## src/rtl/vinst_queue_pkg.sv

```systemverilog
`default_nettype none
// +--------------------------------------------------------------------------+
// | Module   : vinst_queue_pkg                                               |
// | Purpose  : Shared types and constants for the vector-instruction queue.  |
// |            sa_inst_t is the instruction word moved between the host and  |
// |            the vector-instruction controller.                            |
// | Config   : none (LAP_IQ_NOP_DROP_EN is consumed by vinst_queue).         |
// | Revision : 1.0  initial release                                          |
// +--------------------------------------------------------------------------+
package vinst_queue_pkg;

    typedef struct packed {
        logic [3:0]  opcode;
        logic [7:0]  vsize;
        logic [15:0] addr;
    } sa_inst_t;

    // Default queue depth for the controller front end.
    localparam int LAP_IQ_DEPTH = 8;

    // All-zero opcode is the NOP; an all-zero word is therefore a NOP.
    localparam logic [3:0] LAP_OP_NOP = 4'h0;

endpackage : vinst_queue_pkg
`default_nettype wire

```

## src/rtl/vinst_queue_mem.sv

```systemverilog
`default_nettype none
// +--------------------------------------------------------------------------+
// | Module   : vinst_queue_mem                                               |
// | Purpose  : DEPTH x W storage array, synchronous write, asynchronous read.|
// | Ports    : clk             rising-edge clock                             |
// |            we / waddr / wdata   write port                               |
// |            raddr / rdata        combinational read port                  |
// | Notes    : storage is never reset.                                       |
// | Revision : 1.0  initial release                                          |
// +--------------------------------------------------------------------------+
module vinst_queue_mem #(
    parameter int DEPTH = 8,
    parameter int W     = 28,
    parameter int AW    = $clog2(DEPTH)
) (
    input  logic          clk,
    input  logic          we,
    input  logic [AW-1:0] waddr,
    input  logic [W-1:0]  wdata,
    input  logic [AW-1:0] raddr,
    output logic [W-1:0]  rdata
);

    logic [W-1:0] r_mem [DEPTH];

    always_ff @(posedge clk) begin
        if (we) begin
            r_mem[waddr] <= wdata;
        end
    end

    assign rdata = r_mem[raddr];

endmodule : vinst_queue_mem
`default_nettype wire

```

## src/rtl/vinst_queue.sv

```systemverilog
`default_nettype none
// +--------------------------------------------------------------------------+
// | Module   : vinst_queue                                                   |
// | Purpose  : Show-ahead instruction queue in front of the vector-          |
// |            instruction controller. Host pushes via valid/ready, the      |
// |            controller reads the head on inst/iavail and pops with ird.   |
// | Ports    : clk, reset (sync, active-high)                                |
// |            push_valid, push_inst, push_ready   host push port            |
// |            flush                                discard all entries      |
// |            inst, iavail, ird                    head / pop port          |
// |            count                                occupancy 0..DEPTH       |
// |            ovf_err, unf_err, err_clr            sticky error flags       |
// | Config   : LAP_IQ_NOP_DROP_EN - accepted NOP pushes are not stored.      |
// | Revision : 1.0  initial release                                          |
// +--------------------------------------------------------------------------+
module vinst_queue
    import vinst_queue_pkg::*;
#(
    parameter int DEPTH = LAP_IQ_DEPTH,
    parameter int AW    = $clog2(DEPTH)
) (
    input  logic          clk,
    input  logic          reset,
    input  logic          push_valid,
    input  sa_inst_t      push_inst,
    output logic          push_ready,
    input  logic          flush,
    output sa_inst_t      inst,
    output logic          iavail,
    input  logic          ird,
    output logic [AW:0]   count,
    output logic          ovf_err,
    output logic          unf_err,
    input  logic          err_clr
);

    localparam int           c_W    = $bits(sa_inst_t);
    localparam logic [AW:0]  c_FULL = (AW+1)'(DEPTH);

    logic [AW-1:0] r_wr_ptr;
    logic [AW-1:0] r_rd_ptr;
    logic [AW:0]   r_count;
    logic          r_ovf_err;
    logic          r_unf_err;

    logic          w_full;
    logic          w_empty;
    logic          w_push_acc;
    logic          w_write;
    logic          w_pop;
    logic          w_is_nop;
    logic [c_W-1:0] w_rdata;

    assign w_full  = (r_count == c_FULL);
    assign w_empty = (r_count == '0);

    // Handshake completes whenever the queue is not full; flush swallows it.
    assign w_push_acc = push_valid & ~w_full & ~flush;
    assign w_pop      = ird & ~w_empty & ~flush;
    assign w_is_nop   = (push_inst.opcode == LAP_OP_NOP);

`ifdef LAP_IQ_NOP_DROP_EN
    assign w_write = w_push_acc & ~w_is_nop;
`else
    assign w_write = w_push_acc;
    // Opcode inspection only matters when NOP dropping is built in.
    logic w_unused_nop;
    assign w_unused_nop = w_is_nop;
`endif

    vinst_queue_mem #(
        .DEPTH (DEPTH),
        .W     (c_W),
        .AW    (AW)
    ) u_mem (
        .clk   (clk),
        .we    (w_write),
        .waddr (r_wr_ptr),
        .wdata (push_inst),
        .raddr (r_rd_ptr),
        .rdata (w_rdata)
    );

    always_ff @(posedge clk) begin
        if (reset) begin
            r_wr_ptr <= '0;
            r_rd_ptr <= '0;
            r_count  <= '0;
        end else if (flush) begin
            r_wr_ptr <= '0;
            r_rd_ptr <= '0;
            r_count  <= '0;
        end else begin
            // Pointers are AW bits wide so they wrap modulo DEPTH for free.
            if (w_write) begin
                r_wr_ptr <= r_wr_ptr + 1'b1;
            end
            if (w_pop) begin
                r_rd_ptr <= r_rd_ptr + 1'b1;
            end
            case ({w_write, w_pop})
                2'b10:   r_count <= r_count + 1'b1;
                2'b01:   r_count <= r_count - 1'b1;
                default: r_count <= r_count;
            endcase
        end
    end

    // Sticky error flags: a new error in the same cycle as err_clr wins.
    // A flush cycle never raises a flag.
    always_ff @(posedge clk) begin
        if (reset) begin
            r_ovf_err <= 1'b0;
            r_unf_err <= 1'b0;
        end else begin
            if (push_valid & w_full & ~flush) begin
                r_ovf_err <= 1'b1;
            end else if (err_clr) begin
                r_ovf_err <= 1'b0;
            end
            if (ird & w_empty & ~flush) begin
                r_unf_err <= 1'b1;
            end else if (err_clr) begin
                r_unf_err <= 1'b0;
            end
        end
    end

    assign push_ready = ~w_full;
    assign iavail     = ~w_empty;
    // Storage is not cleared, so mask stale contents to a NOP when empty.
    assign inst       = w_empty ? sa_inst_t'('0) : sa_inst_t'(w_rdata);
    assign count      = r_count;
    assign ovf_err    = r_ovf_err;
    assign unf_err    = r_unf_err;

endmodule : vinst_queue
`default_nettype wire

```

## config.mk

```make
export PLATFORM = sky130hd
export DESIGN_NAME = vinst_queue
export DESIGN_NICKNAME = d
export VERILOG_FILES = /design/src/rtl/vinst_queue_pkg.sv /design/src/rtl/vinst_queue_mem.sv /design/src/rtl/vinst_queue.sv
export SDC_FILE = /design/constraint.sdc
export NUM_CORES = 1
export LEC_CHECK = 0
export ABC_CLOCK_PERIOD_IN_PS = 5800
export BUFFER_PORTS_ARGS = -buffer_cell sky130_fd_sc_hd__buf_2
export CAP_MARGIN = 0
export CORE_AREA = 2 2 129 131
export DETAILED_ROUTE_END_ITERATION = 16
export DIE_AREA = 0 0 131 133
export PLACE_DENSITY = 0.77
export SLEW_MARGIN = 10
export SYNTH_ARGS = -nofsm -noshare
export SYNTH_HDL_FRONTEND = slang
export SYNTH_SLANG_ARGS = --single-unit
```

## constraint.sdc

```tcl
create_clock -name clk -period 5.8 [get_ports clk]
set_input_delay 1.16 -clock clk [delete_from_list [all_inputs] [get_ports clk]]
set_output_delay 1.16 -clock clk [all_outputs]
set_load 0.005 [all_outputs]
```

==> impl_results.md <==
* Status: complete, no violations
* Slew at the pin closest to its max-slew limit at 1120 ps
* Via density at 5.83
* R2r startpoint: count[1]$_SDFFE_PP0P_
* Crit Path Max Fanout at 38
* Post-synth EDFFs at 224
* Leakage at 0.00341 µW
* Die H at 133 µm
* Die area at 0.0174 mm²
* Worst hold start: unf_err$_SDFFE_PP0P_
* Cell variety after synth at 37
* Hold Buf Count CTS at 0
* Max-cap check violation count at 0
* Commonest non-fill, non-tap cell in the layout: edfxtp_1
* Via Count at 4417
* HP Class: flop to flop
* Detail Route Antenna Nets at 0
* Synth Area per Inst at 20.9 µm²
* CP Data Required Time at 4640 ps
* CTS Sinks at 239
* Post-Route WL at 17100 µm
* Global-route wire length before repair at 26100 µm
* CP endpoint kind: output pin
* Num CTS Buffers at 23
* Core Region at 0.0162 mm²
* Crit path cell chain: buf_4, mux4_2, mux2i_1, nor2_1, buf_2
* Synth-to-Final Area Change at 13.9%
* Layout Skew at 7.68 ps
* DIE WIDTH at 131 µm
* Worst-path clk slew at 60 ps
* TritonRoute pass-1 iters at 4
* Buf/Inv on CP at 2
* Syn Std Cell Area at 0.00927 mm²
* Share of cells above drive strength 1 at 0.337
* CTS Buffer Depth at 3
* Residual DRC count at 0
* Power per cell area at 316 mW/mm²
* Overflow after GRT at 0
* Most used DFF post-synth: edfxtp_1
* Type of origin of the critical path: flop
* Ports at 70
* CP max stage cell: dfxtp_4
* Delay-heaviest family, CP: flip-flops
* Clk root buf: clkbuf_16
* Final Setup Violations at 0
* Placed Instances at 717
* Post-synthesis instance total at 443
* Rel. slew slack at 0.252
* WHS at 510 ps
* Final Hold Vio Count at 0
* Initial antenna violation count at 1
* FFs w/ async S/R, synth at 0
* Fin crit period at 4040 ps
* Wire per inst at 22.6 µm
* Post-cts sizing count at 0
* Post-Layout Cell Count at 757
* Max IR drop VDD at 0.000173 V
* Worst EP arrival at 2880 ps
* DP HPWL at 9590 µm
* Seq/Total Area, Yosys at 0.758
* # diodes at 0
* Filler cells at 1047
* Achievable Freq at 0.248 GHz
* Largest net degree at the start of global routing at 39
* WS Path Type: flop to output pin
* Nets@finish at 561
* Yosys warning count at 0
* H-Tree Depth at 1
* Yosys reg bits at 239
* Rows at 47
* PortBufs at 69
* CP peak stage delay at 850 ps
* Postcts setup bufs at 0
* Max-slew violations at 0
* Final setup TNS at 0 ps
* Initial Utilization at 0.573
* RSZ-0062 raised after global routing: no
* Worst-skew pair later-pin latency at 490 ps
* Number of global-route vias before repair at 4522
* Initial DRC Count at 338
* Placer Congestion at 0.695
* Synth Net Count at 482
* Most frequent cells in the layout: edfxtp_1, buf_2, mux4_2
* Global Route Usage Sum at 0.201
* Final period util at 0.697
* TritonCTS clock tree: yes
cell type report:
cell class | count | area (µm²) | share of cell area
clock buffer | 33 | 653 | 0.0618
timing repair buffer | 77 | 405 | 0.0384
sequential | 239 | 7030 | 0.666
tap | 220 | 275 | 0.0261
clock inverter | 7 | 30.0 | 0.00284
inverter | 3 | 11.3 | 0.00107
multi-input combinational | 178 | 2150 | 0.204
per-stage QoR:
stage | setup WS, ps | power [µW] | area, µm² | util
finish | 1760 | 3340 | 10600 | 0.653
global route | 1550 | 3430 | 10600 | 0.653
CTS | 1670 | 3360 | 10600 | 0.653
detailed placement | 1850 | 2030 | 9880 | 0.611
global placement | 1970 | 2020 | 9880 | 0.611
floorplan | 881 | 1980 | 9270 | -
metal layers:
metal,up-vias,GRT usage,share of wire
met5,-,0,0.00047
met3,22,0.0340,0.080
met2,177,0.325,0.51
met4,2,0.0526,0.013
met1,2270,0.291,0.40
li1,1946,-,-
power breakdown:
part	switching (µW)	total (µW)	internal, µW
clock network	571	1350	776
registers	6.05	1900	1900
logic	53.5	87.5	33.9
state kept, by name, summed over array words and instances (netlist names), named ones only:
register,cells
r_rd_ptr,3
ovf_err,1
r_wr_ptr,3
unf_err,1
count,4
u_mem.r_mem,224
worst paths after layout:
| kind | to | slack [ps] | depth (start not counted) |
|---|---|---|---|
| worst max-delay path | inst[2] | 1760 | 5 |
| worst min-delay path | unf_err$_SDFFE_PP0P_ | 510 | 2 |
| worst max register to register | count[2]$_SDFFE_PP0P_ | 2300 | 11 |
| worst min register to register | unf_err$_SDFFE_PP0P_ | 510 | 2 |
tightest hold or removal path: cells and delay by family (launching register included):
| kind | cells | cell delay, ps |
|---|---|---|
| flip-flops | 1 | 340 |
| AND/OR/NAND/NOR | 1 | 70 |
| AO/OA/AOI/OAI | 1 | 60 |
Yosys cell counts, types with 2 or more instances:
master      n  area (µm²)
nor2_1     43         161
nor2b_1     3        18.8
mux2i_1    30         300
buf_6       2        22.5
dfxtp_1    15         300
ha_1        5        62.6
nand3_1     3        15.0
buf_4       5        37.5
a21oi_1     4        20.0
nand2b_1    2        12.5
mux4_2     56        1260
xor2_1      5        43.8
o21ai_0     3        15.0
nand2_1     3        11.3
inv_1       2        7.51
clkbuf_1    7        26.3
nor3_1      4        20.0
buf_2       9        45.0
edfxtp_1  224        6730
kinds of logic (layout without fill, tap and decap cells):
family,count (synthesis),after routing,synth area share
flops,239,239,0.758
mux,86,86,0.168
simple gates,70,70,0.0385
buf+inv,26,120,0.0154
compound gates,11,11,0.00756
xor+xnor,6,6,0.00567
fa+ha+maj,5,5,0.00675
Power figures use the tool's default switching activity.
